==> src/rtl/demux16_pkg.sv <==
// demux16_pkg
//   Shared definitions for the demux_16_seq scatter block: channel count,
//   select width, the status FSM state type and the channel slice helper.
//   Used by demux16_chan and demux_16_seq.
package demux16_pkg;

    localparam int NCH   = 16;
    localparam int SEL_W = 4;

    // Status-only control FSM; instantiated only when DEMUX16_COUNT_EN is defined.
    typedef enum logic {
        IDLE  = 1'b0,
        STALL = 1'b1
    } state_t;

    // LSB position of channel k on a flat NCH*width bus.
    function automatic int chan_lsb(input int k, input int width);
        return k * width;
    endfunction

endpackage

==> src/rtl/demux16_chan.sv <==
// demux16_chan
//   Single-entry channel buffer for demux_16_seq.
//   Ports:
//     clock    rising-edge clock
//     reset    asynchronous active-low reset
//     i_load   write i_data into the buffer and mark it valid
//     i_data   word to store
//     i_ack    consumer takes the stored word (ignored when empty)
//     o_data   stored word; held after ack, cleared only by reset
//     o_valid  buffer holds a word
module demux16_chan #(
    parameter int WIDTH = 32
) (
    input  logic             clock,
    input  logic             reset,
    input  logic             i_load,
    input  logic [WIDTH-1:0] i_data,
    input  logic             i_ack,
    output logic [WIDTH-1:0] o_data,
    output logic             o_valid
);

    logic [WIDTH-1:0] r_data;
    logic             r_valid;

    // A load in the same cycle as an ack wins, so the buffer stays valid
    // and takes the new word without a bubble.
    always_ff @(posedge clock or negedge reset) begin
        if (!reset) begin
            r_data  <= '0;
            r_valid <= 1'b0;
        end else if (i_load) begin
            r_data  <= i_data;
            r_valid <= 1'b1;
        end else if (i_ack) begin
            r_valid <= 1'b0;
        end
    end

    assign o_data  = r_data;
    assign o_valid = r_valid;

endmodule

==> src/rtl/demux_16_seq.sv <==
// demux_16_seq
//   Registered 1-to-16 demultiplexer / scatter sequencer. Accepts a word
//   stream over valid/ready and writes each word into one of 16 single-entry
//   channel buffers chosen by an explicit select or an auto-increment pointer.
//   Ports:
//     clock, reset            rising-edge clock, async active-low reset
//     in_data/in_valid/in_ready  input word handshake
//     select                  explicit destination (auto_mode = 0)
//     auto_mode               1 = destination is ptr
//     ptr_clear               synchronous pointer (and counter) clear
//     ptr                     current auto pointer
//     out_data                flat bus, channel k at [k*WIDTH +: WIDTH]
//     out_valid/out_ack       per-channel valid and consumer acknowledge
//   Optional macro DEMUX16_COUNT_EN adds accept_count and stall_cycles
//   status counters driven by an IDLE/STALL status FSM.
module demux_16_seq
    import demux16_pkg::*;
#(
    parameter int WIDTH = 32
) (
    input  logic                 clock,
    input  logic                 reset,
    input  logic [WIDTH-1:0]     in_data,
    input  logic                 in_valid,
    output logic                 in_ready,
    input  logic [SEL_W-1:0]     select,
    input  logic                 auto_mode,
    input  logic                 ptr_clear,
    output logic [SEL_W-1:0]     ptr,
`ifdef DEMUX16_COUNT_EN
    output logic [15:0]          accept_count,
    output logic [15:0]          stall_cycles,
`endif
    output logic [NCH*WIDTH-1:0] out_data,
    output logic [NCH-1:0]       out_valid,
    input  logic [NCH-1:0]       out_ack
);

    logic [SEL_W-1:0] r_ptr;
    logic [SEL_W-1:0] w_dest;
    logic             w_accept;
    logic [NCH-1:0]   w_load;

    assign w_dest   = auto_mode ? r_ptr : select;
    // Ready depends only on the selected channel, never on in_valid.
    assign in_ready = ~out_valid[w_dest] | out_ack[w_dest];
    assign w_accept = in_valid & in_ready;
    assign ptr      = r_ptr;

    for (genvar k = 0; k < NCH; k++) begin : g_chan
        assign w_load[k] = w_accept & (w_dest == SEL_W'(k));

        demux16_chan #(
            .WIDTH (WIDTH)
        ) u_chan (
            .clock   (clock),
            .reset   (reset),
            .i_load  (w_load[k]),
            .i_data  (in_data),
            .i_ack   (out_ack[k]),
            .o_data  (out_data[chan_lsb(k, WIDTH) +: WIDTH]),
            .o_valid (out_valid[k])
        );
    end

    // Clear beats increment; an accept in the clear cycle has already used
    // the old pointer as its destination.
    always_ff @(posedge clock or negedge reset) begin
        if (!reset) begin
            r_ptr <= '0;
        end else if (ptr_clear) begin
            r_ptr <= '0;
        end else if (w_accept && auto_mode) begin
            r_ptr <= r_ptr + SEL_W'(1);
        end
    end

`ifdef DEMUX16_COUNT_EN
    state_t      r_state;
    logic [15:0] r_accept_count;
    logic [15:0] r_stall_cycles;

    always_ff @(posedge clock or negedge reset) begin
        if (!reset) begin
            r_state        <= IDLE;
            r_accept_count <= '0;
            r_stall_cycles <= '0;
        end else begin
            case (r_state)
                IDLE:    if (in_valid && !in_ready) r_state <= STALL;
                STALL:   if (w_accept || !in_valid) r_state <= IDLE;
                default: r_state <= IDLE;
            endcase

            if (ptr_clear) begin
                r_accept_count <= '0;
                r_stall_cycles <= '0;
            end else begin
                if (w_accept)
                    r_accept_count <= r_accept_count + 16'd1;
                if (r_state == STALL && r_stall_cycles != '1)
                    r_stall_cycles <= r_stall_cycles + 16'd1;
            end
        end
    end

    assign accept_count = r_accept_count;
    assign stall_cycles = r_stall_cycles;
`endif

endmodule

==> config.mk <==
export PLATFORM = sky130hd
export DESIGN_NAME = demux_16_seq
export DESIGN_NICKNAME = d
export VERILOG_FILES = /design/src/rtl/demux16_pkg.sv /design/src/rtl/demux16_chan.sv /design/src/rtl/demux_16_seq.sv
export SDC_FILE = /design/constraint.sdc
export NUM_CORES = 1
export LEC_CHECK = 0
export BUFFER_PORTS_ARGS = -buffer_cell sky130_fd_sc_hd__buf_2
export CAP_MARGIN = 20
export CORE_MARGIN = 2
export CORE_UTILIZATION = 40
export CTS_CLUSTER_SIZE = 28
export DETAILED_ROUTE_END_ITERATION = 8
export PLACE_DENSITY = 0.66
export SLEW_MARGIN = 20
export SYNTH_ARGS = -nofsm -noshare
export SYNTH_HDL_FRONTEND = slang
export SYNTH_SLANG_ARGS = --single-unit
==> constraint.sdc <==
create_clock -name clock -period 3.9 [get_ports clock]
set_input_delay 1.17 -clock clock [delete_from_list [all_inputs] [get_ports clock]]
set_output_delay 1.17 -clock clock [all_outputs]
set_load 0.01 [all_outputs]
# Word-level counts from Yosys, hierarchy flattened

Index checks and enable logic that the tools add are counted.

Bits in registers: 532
Word-level logic and storage cells: 127
Input bits: 57

Magnitude comparators: 1
Bitwise gates (word level): 19
Equal/unequal tests: 15
Add/subtract/negate cells: 1
Reduce and logical (&&, ||, !) cells: 19
Muxes and demuxes: 39

Operators with widths:

| operator            | count |
|---|---|
| $mux 1              | 34 |
| $reduce_bool 2->1   | 17 |
| $eq 4x4->1 const B  | 8 |
| $and 1x1->1         | 17 |
| $eq 4x3->1 const B  | 4 |
| $mux 4              | 3 |
| $bmux 1 s4          | 2 |
| $eq 4x2->1 const B  | 2 |
| $lt 4x5->1 const B  | 1 |
| $add 4x1->4 const B | 1 |
| $eq 4x1->1 const B  | 1 |
| $logic_not 4->1     | 1 |
| $logic_and 1x1->1   | 1 |
| $not 1->1           | 1 |
| $or 1x1->1          | 1 |

# Longest topological paths before layout

Gate-level depths: netlist (run 1).

Word-level depth: 9
Depth in mapped cells: 11

# Hierarchy

From an unflattened synthesis (run 1), not the netlist that was laid out.

Cells, all modules: 1,267
Area total of the unflattened synthesis: 23,007.1 um^2

Modules (own cells, without submodules):

| module       | instances | seq. area each (um^2) | area an instance (um^2) | cells each |
|---|---|---|---|---|
| demux16_chan | 16        | 825.8                 | 1,377.6                 | 71 |
| demux_16_seq | 1         | 100.1                 | 965.9                   | 131 |

# Worst setup path after synthesis (run 1)

No wires, ideal clock.

Path type: input -> output
Start point: input auto_mode
End point: output in_ready
Path slack: -0.223 ns
Buffers on the path: 3
Arrival: 2.953 ns
Stages: 8
Path through: buf_4 -> mux2i_4 -> mux2i_1 -> o22ai_1 -> nor4_2 -> buf_6 -> buf_6 -> o21ai_0

Longest elaborated chain between the ends: 5
Elaborated cells on any way between the ends: 7
Those cells by class: mux: 5; bitwise: 2

RTL lines:

| item                         | RTL line           | source |
|---|---|---|
| start, declared              | demux_16_seq.sv:27 | `input logic auto_mode,` |
| $mux 4 *                     | demux_16_seq.sv:44 | `assign w_dest = auto_mode ? r_ptr : select;` |
| $bmux 1 s4                   | demux_16_seq.sv:46 | `assign in_ready = ~out_valid[w_dest] \| out_ack[w_dest];` |
| $mux 1 (implied by the code) | demux_16_seq.sv:46 |  |
| $not 1->1                    | demux_16_seq.sv:46 |  |
| $or 1x1->1 *                 | demux_16_seq.sv:46 |  |
| end, declared                | demux_16_seq.sv:25 | `output logic in_ready,` |

Every way passes the cells marked *; elsewhere a longest branch is shown, timed or not. The select of a mux whose other input is x is not followed.

# Worst setup path in the final report (run 1)

Ends and elaborated chain as after synthesis.

==> reports/metrics.cfg, run 1 <==
[run_status]
outcome=complete, but fails checks
violations=negative setup slack

[die]
io_pins=590
core_area_um2=52340
floorplan.rows=84
floorplan.die_area_um2=54660
die_width_um=233.8
start_util_pct=40.35
die_h_um=233.8

[place]
numPortBuffers=589
globalplace.congestion=0.8584
dp_hpwl_um=45860

[synth]
synth-async-reset-ratio_pct=100.0
synth_seq_cells=532
ys_warn_count=0
postSynthCellCount=1307
netlist_area_um2=21120
synth_area_per_cell_um2=16.16
ys_types=40
seq_area_frac_synth_pct=63.03
syn_nets=1365
synth-main-ff-cell=dfrtp_1
synth_edf_count=0

[detailed_routing]
wl_met1_um=26000
drtAntennaViolNets=0
firstDrtPassIters=4
met2WireLength_um=30740
drt-total-wl_um=63530
routed-wl-met3_um=4928
viasPerCell=5.152
vias=13580
drtIter0Drc=587
drc=0
top_layer=met5
wl_per_cell_um=24.10

[layout]
area_growth_pct=27.20
seq_area_um2=13310
fillers=4467
drive_gt1_share_pct=64.44
nNetsFinal=1969
multiInputGateArea_um2=6977
fin_util_pct=51.33

[timing]
relSlewSlack_pct=53.46
setup_slack_ps=-8.110
rsz0062_at_grt=true
hold_violations=0
min_period_ps=3908
fin_skew_ps=13.11
clock.fmax_ghz=0.2559
hold_ws_ps=482.4
tightest_slew_ps=698.2
final_max_slew_viol_count=0
setup_viol=1
finalCritPeriodShare_pct=100.2

[cts]
h-tree-depth=2
clock-sinks=532
root_buffer=clkbuf_16
numCtsBuffers=53
cts_tree=yes
clockBufferDepth=3
insertion_delay_ps=590
clk_pin_slew_ps=60

[global_routing]
antenna_found_initial=5
globalRouteTotalUtil_pct=22.59
grt_pass1_wl_um=91400
globalRouteOverflowTotal=0
grt_pass1_vias=13850
grt_max_degree=92

[setup_path]
critPathBufInv=3
endpoint_kind=output port
worstPathMaxFanout=5
path_cells=buf_8 > mux2i_4 > buf_12 > mux2i_2 > o22ai_2 > nor4_4 > o21ai_4 > buf_6
crit_required_ps=2730
start_kind=input port
critPathMaxStageDelay_ps=360
crit_type=in -> out
critPathTopFamily=multiplexers
cp.arrival_ps=2740
slowest_stage=nor4_4

[pwr]
vdd_drop_max_mv=0.4342
cellPowerDensity_nw_per_um2=622.2
power.leakage_uw=0.01364

[min_path]
min_path_type=reg -> reg

[run]
maxCapViolCount=0

==> area by class of cell <==
type	count	area share (%)
Clock buffer	77	5.793
Antenna cell	2	0.01863
Clock inverter	13	0.3912
Tap cell	688	3.204
Inverter	19	0.2654
Multi-Input combinational cell	648	25.97
Timing Repair Buffer	657	14.81
Sequential cell	532	49.55
==> synthesized netlist by cell type, drive strengths merged, types with 2 or more instances <==
cell type	count	area share (%)
a21o	17	0.60
a21oi	16	1.2
and3b	3	0.12
buf	74	3.3
clkbuf	34	0.60
dfrtp	532	63
inv	19	0.34
mux2	516	28
mux2i	15	0.77
mux4	2	0.21
nand2	6	0.14
nand2b	4	0.12
nand3	19	0.45
nand3b	4	0.14
nor2	5	0.089
nor2b	2	0.059
nor3	2	0.047
nor3b	3	0.11
o211ai	2	0.071
o21ai	10	0.24
o22ai	7	0.21
o32ai	2	0.12
or2	4	0.12
==> logic make-up (layout without fill, tap and decap cells) <==
family / after synthesis / in the layout / synth area share [%]
compound gates: 59 / 59 / 2.612
mux: 533 / 533 / 28.49
flops: 532 / 532 / 63.03
simple gates: 55 / 55 / 1.517
other cells: 0 / 2 / 0
fa+ha+maj: 1 / 1 / 0.05923
buf+inv: 127 / 766 / 4.289
==> worst paths after layout <==
path,cells past startpoint,startpoint,end,slack (ps)
max in group asynchronous,3,reset,g_chan[1].u_chan.o_data[20],2300
max reg2reg,11,ptr[0],g_chan[14].u_chan.o_data[27],740
max,8,auto_mode,in_ready,-8
min in group asynchronous,1,reset,g_chan[4].u_chan.o_data[16],570
min,1,g_chan[14].u_chan.o_data[23],g_chan[14].u_chan.o_data[23],480
min reg2reg,1,g_chan[14].u_chan.o_data[23],g_chan[14].u_chan.o_data[23],480
==> layer usage <==
layer	vias up	GRT usage, %
met5	-	0
met4	4	6.883
met3	109	6.031
met2	514	37.10
met1	7134	29.34
li1	5819	-
==> metrics by stage <==
step	setup TNS, ps	cell area, um2	cells	total power [uW]	setup slack, ps
finish	-8.110	26870	2636	16720	-8.110
global route	-88.10	26860	2634	17510	-88.10
CTS	-32.72	26870	2634	16890	-32.72
detailed placement	-136.9	25100	2541	11910	-136.9
global placement	-124.4	25100	2541	11770	-124.4
floorplan	-52.50	21150	1307	9688	-52.50
==> flip-flops by register name, indices dropped and copies added (netlist names) <==
register	flops
g_chan.u_chan.o_data	512
ptr	4
g_chan.u_chan.o_valid	16
==> layout by cell type, fill, tap and decap left out, types with 4 or more instances in the layout <==
cell	count
mux2_1	28
a21oi_4	16
nand2_1	5
nand2b_1	4
a21o_1	17
nand3_1	19
inv_1	19
clkbuf_1	10
nor2_1	5
mux2_2	488
nand3b_1	4
o21ai_0	9
dfrtp_1	532
buf_2	585
o22ai_1	4
clkbuf_16	53
buf_4	29
clkbuf_8	14
buf_12	39
mux2i_1	11
or2_1	4
clkinv_2	7
==> power by group <==
group / internal (uW) / total (uW) / switching (uW)
Sequential: 6880 / 7580 / 694
Clock: 2820 / 4910 / 2090
Combinational: 2030 / 4230 / 2200
==> what timing repair did <==
| item | CTS | global route |
|---|---|---|
| setup buffers | 2 | 1 |
| cloned | 1 | 0 |
| setup endpoints to repair | 1 | 1 |
| pin swaps | 3 | 3 |
| hold buffers | 0 | 0 |
| resized for setup | 12 | 4 |
Note: power is estimated with default switching activity, not from simulation.
==> run 2: changes to the inputs <==
Settings changed: CAP_MARGIN 20 to unset, CORE_MARGIN 2 to unset.
==> run 2 against run 1 <==
  * The flow still finishes with violations (negative setup slack)
  * Routed wire length decreased by 0.15%
  * Die area decreased by 1.7%
  * Global-route usage increased by 0.97 points
  * Non-clock buffer count decreased by 3
  * Maximum frequency decreased by 0.47%
  * Sequential share of layout area increased by 0.090 points
  * First-iteration DRC count decreased by 14%
  * Total power increased by 1.6%
  * Final cell count about the same
  * Combinational power about the same
  * Final area decreased by 0.18%
==> reports/metrics.cfg, run 2 (same netlist as run 1, synthesis figures left out) <==
[die]
die_h_um=231.8  ; -0.86%
start_util_pct=40.84  ; +0.49 points
io_pins=590  ; unchanged
core_area_um2=51720  ; -1.2%
floorplan.die_area_um2=53730  ; -1.7%
floorplan.rows=83  ; -1.2%
die_width_um=231.8  ; -0.86%

[setup_path]
crit_required_ps=2730  ; about the same
cp.arrival_ps=2760  ; +20 ps
critPathBufInv=4  ; +1
r2r_cells=10  ; -1
path_cells=buf_8 > mux2i_4 > buf_12 > buf_4 > mux2i_2 > o22ai_2 > nor4_4 > o21ai_4 > buf_6
regToRegStartpoint=ptr[0]
worstPathMaxFanout=7  ; +2
reg2reg_slack_ps=890  ; +150 ps
start_kind=input port
critPathMaxStageDelay_ps=300  ; -60 ps
reg2reg_to=g_chan[1].u_chan.o_data[25]
slowest_stage=nor4_4
crit_type=in -> out
critPathTopFamily=buffers and inverters
endpoint_kind=output port

[global_routing]
grt_pass1_vias=14280  ; +3.1%
grt_max_degree=99  ; +7.6%
globalRouteTotalUtil_pct=23.56  ; +0.97 points
met3_usage_pct=7.515  ; +1.5 points
antenna_found_initial=11  ; +6
top_usage_layer=met2
globalRouteOverflowTotal=0  ; unchanged
grt_pass1_wl_um=94350  ; +3.2%
gr-usage-met2_pct=37.93  ; +0.83 points
met1_usage_pct=29.68  ; +0.35 points

[cts]
root_buffer=clkbuf_16
clk_pin_slew_ps=60  ; about the same
clockBufferDepth=3  ; unchanged
cts_tree=yes
h-tree-depth=2  ; unchanged
insertion_delay_ps=600  ; about the same
numCtsBuffers=54  ; +1.9%
clock-sinks=532  ; unchanged
holdBufCountCts=0  ; unchanged

[detailed_routing]
drtAntennaViolNets=0  ; unchanged
drt-total-wl_um=63430  ; -0.15%
drtIter0Drc=505  ; -14%
wl_per_cell_um=24.08  ; about the same
viasPerCell=5.140  ; -0.23%
firstDrtPassIters=4  ; unchanged
drc=0  ; unchanged
vias=13540  ; -0.31%

[timing]
min_period_ps=3927  ; +18.64 ps
hold_violations=0  ; unchanged
rsz0062_at_grt=true
setup_slack_ps=-26.75  ; -18.64 ps
fin_skew_ps=20.15  ; +7.039 ps
hold_ws_ps=479.8  ; -2.651 ps
clock.fmax_ghz=0.2547  ; -0.47%
finalCritPeriodShare_pct=100.7  ; +0.48 points
final_max_slew_viol_count=0  ; unchanged
tightest_slew_ps=653.0  ; -45.15 ps
setup_viol=1  ; unchanged
relSlewSlack_pct=56.47  ; +3.0 points

[pwr]
vdd_drop_max_mv=0.3986  ; -8.2%
cellPowerDensity_nw_per_um2=633.5  ; +1.8%
power.leakage_uw=0.01366  ; +0.11%

[layout]
layout_common_cells=586 x buf_2, 532 x dfrtp_1, 487 x mux2_2
nNetsFinal=1967  ; -0.10%
multiInputGateArea_um2=6962  ; -0.22%
fin_area_um2=26820  ; -0.18%
finalNonFillerCells=2634  ; -0.076%
area_growth_pct=26.97
largest_reg_flops=512  ; unchanged
fillers=4358  ; -2.4%
final_common_cell=buf_2
drive_gt1_share_pct=64.27  ; -0.17 points
seq_area_um2=13310  ; unchanged

[min_path]
whs_path_depth=1  ; unchanged
min_path_type=reg -> reg
whs_endpoint=g_chan[9].u_chan.o_data[23]
min_from=g_chan[9].u_chan.o_data[23]

[place]
pre_cts_ws_ps=-125.0  ; +11.99 ps
numPortBuffers=589  ; unchanged
dp_hpwl_um=44880  ; -2.1%
globalplace.congestion=0.8732  ; +1.7%
dp_cells=2529  ; -0.47%
dpl-instance-area_um2=24960  ; -0.56%

[run_status]
violations=negative setup slack
outcome=complete, but fails checks

[run]
maxCapViolCount=0  ; unchanged

run 2: power by group:
group / leakage [uW] / switching [uW] / total, uW / internal, uW
clock network: 0.000873 / 2170 / 5180 / 3010
registers: 0.00678 / 703 / 7590 / 6880
logic: 0.00600 / 2200 / 4220 / 2020
run 2: what timing repair did:
| item | 4_1_cts | 5_1_grt |
|---|---|---|
| endpoints found under the setup margin | 1 | 1 |
| resized for setup | 6 | 5 |
| pin swaps | 3 | 3 |
| buffers inserted | 4 | 0 |
| hold endpoints to repair | 0 | 0 |
run 2: how the worst max path moves through the flow:
stage	start	to	slack, ps	cells past startpoint
after CTS	auto_mode	in_ready	-40	9
after floorplan	auto_mode	in_ready	-50	8
after global placement	auto_mode	in_ready	-90	7
after global routing	auto_mode	in_ready	-80	9
after detailed placement	auto_mode	in_ready	-120	8
final	auto_mode	in_ready	-30	9
run 2: worst reg2reg max path: stages (launching register included):
cell and delay [ps]:
dfrtp_1 530, mux2i_4 240, buf_12 140, buf_4 130, mux2i_2 240, o22ai_2 140, nor4_4 300, buf_4 480
a21oi_4 120, buf_12 200, mux2_1 390
run 2: final cells by class:
| class | instances | area share [%] |
|---|---|---|
| sequential | 532 | 49.64 |
| multi-input combinational | 648 | 25.96 |
| timing repair buffer | 654 | 14.34 |
| clock buffer | 76 | 5.725 |
| tap | 680 | 3.173 |
| clock inverter | 22 | 0.8724 |
| inverter | 19 | 0.2659 |
| antenna | 3 | 0.02799 |
run 2: stage by stage:
stage / utilization (%) / power, uW / setup TNS, ps
global placement: 48.27 / 11770 / -86.95
CTS: 51.80 / 17150 / -37.25
floorplan: - / 9688 / -52.50
detailed placement: 48.27 / 11910 / -125.0
global route: 51.85 / 17790 / -80.24
finish: 51.86 / 16990 / -26.75
run 2: layer usage:
layer | wire length [um] | share of wire, %
met5 | 66 | 0.10
met4 | 2203 | 3.5
met3 | 5489 | 8.7
met2 | 29900 | 47
met1 | 25770 | 41
==> run 3: changes to the inputs <==
Settings changed: ABC_AREA set to 1, CELL_PAD_IN_SITES_DETAIL_PLACEMENT set to 0, CELL_PAD_IN_SITES_GLOBAL_PLACEMENT set to 2, CORE_UTILIZATION 40 to 31, PLACE_DENSITY 0.66 to unset, PLACE_DENSITY_LB_ADDON set to 0.1.
Clock period 3.9 ns to 4.3 ns, I/O delays scaled along.
==> run 3 against run 2 <==
  * The run now ends clean
  * Largest cell class unchanged
  * Via count increased by 16%
  * Clock-buffer cell count increased by 15
  * Worst hold slack got worse by 4.2 ps
  * Synthesized cell count increased by 50%
  * Largest power group unchanged
  * Non-clock buffer count decreased by 29
  * Critical endpoint unchanged
  * Worst setup slack improved by 320 ps
  * Critical path depth increased by 3
  * Core utilization decreased by 12 points
  * Final area decreased by 5.9%
==> reports/metrics.cfg, run 3 <==
[timing]
relSlewSlack_pct=36.73  ; -20 points
fin_skew_ps=17.37  ; -2.775 ps
tns_ps=0  ; +26.75 ps
hold_violations=0  ; unchanged
clock.fmax_ghz=0.2495
min_period_ps=4008
setup_viol=0  ; -1
final_max_slew_viol_count=0  ; unchanged
hold_ws_ps=475.5  ; -4.229 ps
tightest_slew_ps=949.1  ; +296.1 ps
rsz0062_at_grt=false
finalCritPeriodShare_pct=93.21

[layout]
drive_gt1_share_pct=29.02  ; -35 points
fin_util_pct=39.93  ; -12 points
nNetsFinal=2541  ; +29%
finalNonFillerCells=3377  ; +28%
fin_area_um2=25230  ; -5.9%
layout_common_cells=609 x nand2_1, 588 x buf_2, 532 x dfrtp_1
largest_reg_flops=512  ; unchanged
fillers=6490  ; +49%
final_common_cell=nand2_1
area_growth_pct=26.99  ; about the same

[synth]
postSynthCellCount=1964  ; +50%
synth-main-ff-cell=dfrtp_1
synth.area.top_cells=dfrtp_1 67%, nand2_1 12%, o21ai_0 8.7%
synth_area_per_cell_um2=10.12  ; -37%
ys_warn_count=0  ; unchanged
ys_types=22  ; -45%
synth-async-reset-ratio_pct=100.0  ; unchanged
syn_nets=2022  ; +48%
synth_seq_cells=532  ; unchanged
synth.top_cell.area_share_pct=67.00  ; +4.0 points
synth_edf_count=0  ; unchanged
yosys-top-cells-count=609 x nand2_1, 532 x dfrtp_1, 345 x o21ai_0, 183 x o21ai_1, 59 x inv_1
synth.most_common_cell=nand2_1
synth_top_area_cell=dfrtp_1
netlist_area_um2=19870  ; -5.9%
seq_area_frac_synth_pct=67.00  ; +4.0 points

[global_routing]
grt_max_degree=126  ; +27%
grt_pass1_wl_um=108300  ; +15%
globalRouteOverflowTotal=0  ; unchanged
globalRouteTotalUtil_pct=22.86  ; -0.70 points
grt_pass1_vias=15140  ; +6.0%
antenna_found_initial=4  ; -7

[setup_path]
endpoint_kind=output port
path_common_cell=nand2_1
path_cells=buf_2 > nand2_1 > nand2_4 > nand2_1 > nand2_1 > nand2_1 > nand2_1 > nand2_1 > nand2_1 > nor2_2 > nand2_4 > buf_2
regToRegStartpoint=ptr[0]
crit_type=in -> out
r2r_cells=14  ; +4
cp.arrival_ps=2720  ; -40 ps
reg2reg_slack_ps=1560  ; +670 ps
start_kind=input port
worstPathMaxFanout=17  ; +10
slowest_stage=nand2_1
crit_required_ps=3010  ; +280 ps
critPathMaxStageDelay_ps=320  ; +20 ps
reg2reg_to=g_chan[2].u_chan.o_data[7]

[place]
globalplace.congestion=0.8060  ; -7.7%
dp_hpwl_um=52330  ; +17%
numPortBuffers=589  ; unchanged
dpl-instance-area_um2=23380  ; -6.4%
dp_cells=3268  ; +29%

[detailed_routing]
viasPerCell=4.633  ; -9.9%
drtAntennaViolNets=0  ; unchanged
wl_per_cell_um=22.42  ; -6.9%
drtIter0Drc=1208  ; +140%
drc=0  ; unchanged
firstDrtPassIters=5  ; +1
vias=15650  ; +16%
drt-total-wl_um=75700  ; +19%

[cts]
insertion_delay_ps=630  ; +30 ps
clock-sinks=532  ; unchanged
numCtsBuffers=59  ; +9.3%
postCtsSetupBuffers=0  ; -4
clockBufferDepth=3  ; unchanged
holdBufCountCts=0  ; unchanged
root_buffer=clkbuf_16
cts_tree=yes
clk_pin_slew_ps=60  ; about the same
h-tree-depth=2  ; unchanged
cts_resized=0  ; -6

[pwr]
vdd_drop_max_mv=0.3533  ; -11%
cellPowerDensity_nw_per_um2=701.5  ; +11%
power_frac_seq_pct=43.3  ; -1.4 points
power.switching_uw=6209  ; +22%
power.leakage_uw=0.01335  ; -2.3%
intPower_uw=11490  ; -3.6%
clockPowerShare_pct=27.6  ; -2.9 points
swShare_pct=35.08  ; +5.2 points
power_frac_comb_pct=29.2  ; +4.4 points

[min_path]
whs_path_depth=2  ; +1
min_path_type=reg -> reg
min_from=g_chan[0].u_chan.o_data[8]
whs_endpoint=g_chan[0].u_chan.o_data[8]

[die]
floorplan.die_area_um2=65110  ; +21%
die_width_um=255.2  ; +10%
core_area_um2=63200  ; +22%
io_pins=590  ; unchanged
die_h_um=255.2  ; +10%
start_util_pct=31.44  ; -9.4 points
floorplan.rows=92  ; +11%

[run_status]
outcome=finished, final reports clean

[run]
maxCapViolCount=0  ; unchanged

[run 3: cell count changes after synthesis, moves of 25 or more]
cell / delta
nand2_1: +604
mux2_2: -488
o21ai_0: +335
o21ai_1: +183
inv_1: +40
buf_2: +34
mux2_1: -28
buf_4: +25
[run 3: kinds of logic (layout without fill, tap and decap cells)]
group,after synthesis,after routing,synth area share (%)
compound gates,529,529,13.34
xor+xnor,2,2,0.08818
fa+ha+maj,1,1,0.06296
buf+inv,229,791,6.304
flops,532,532,67.00
other cells,0,5,0
simple gates,671,671,13.20
[run 3: per-layer routing]
metal	part of all wire (%)	GRT usage (%)
met1	43	29.70
met2	46	36.09
met3	8.2	7.322
met4	3.1	7.305
met5	0.017	0
[run 3: area by class of cell]
| cell class | instances | area (um2) | area share, % |
|---|---|---|---|
| Antenna cell | 5 | 12.51 | 0.04959 |
| Inverter | 62 | 232.7 | 0.9223 |
| Multi-Input combinational cell | 1203 | 5344 | 21.18 |
| Tap cell | 846 | 1059 | 4.195 |
| Clock buffer | 91 | 1738 | 6.888 |
| Sequential cell | 532 | 13310 | 52.76 |
| Timing Repair Buffer | 625 | 3428 | 13.59 |
| Clock inverter | 13 | 105.1 | 0.4165 |
[run 3: worst max path at each step]
| stage | cells past startpoint | slack, ps | startpoint | endpoint |
|---|---|---|---|---|
| after floorplan | 12 | 700 | auto_mode | in_ready |
| after global placement | 12 | 300 | auto_mode | in_ready |
| after detailed placement | 12 | 280 | auto_mode | in_ready |
| after CTS | 12 | 280 | auto_mode | in_ready |
| after global routing | 13 | 110 | auto_mode | in_ready |
| final | 12 | 290 | auto_mode | in_ready |
[run 3: power by group through the flow]
| stage | sequential (uW) | combinational (uW) | clock (uW) |
|---|---|---|---|
| global route | 7880 | 5720 | 5210 |
| finish | 7660 | 5160 | 4880 |
| CTS | 7660 | 5260 | 5030 |
| global placement | 7680 | 5220 | 0 |
| floorplan | 8510 | 1470 | 0 |
| detailed placement | 7710 | 5260 | 0 |
[run 3: worst max-delay path: cells and delay by family]
kind                   cells  cell delay (ps)
buffers and inverters      2              300
AND/OR/NAND/NOR           10             1120
[run 3: metrics by stage]
step | setup slack, ps | power [uW]
2_1_floorplan | 704.9 | 9976
4_1_cts | 281.6 | 17950
3_3_place_gp | 300.1 | 12900
3_5_place_dp | 284.4 | 12970
5_1_grt | 110.4 | 18800
6_report | 292.1 | 17700
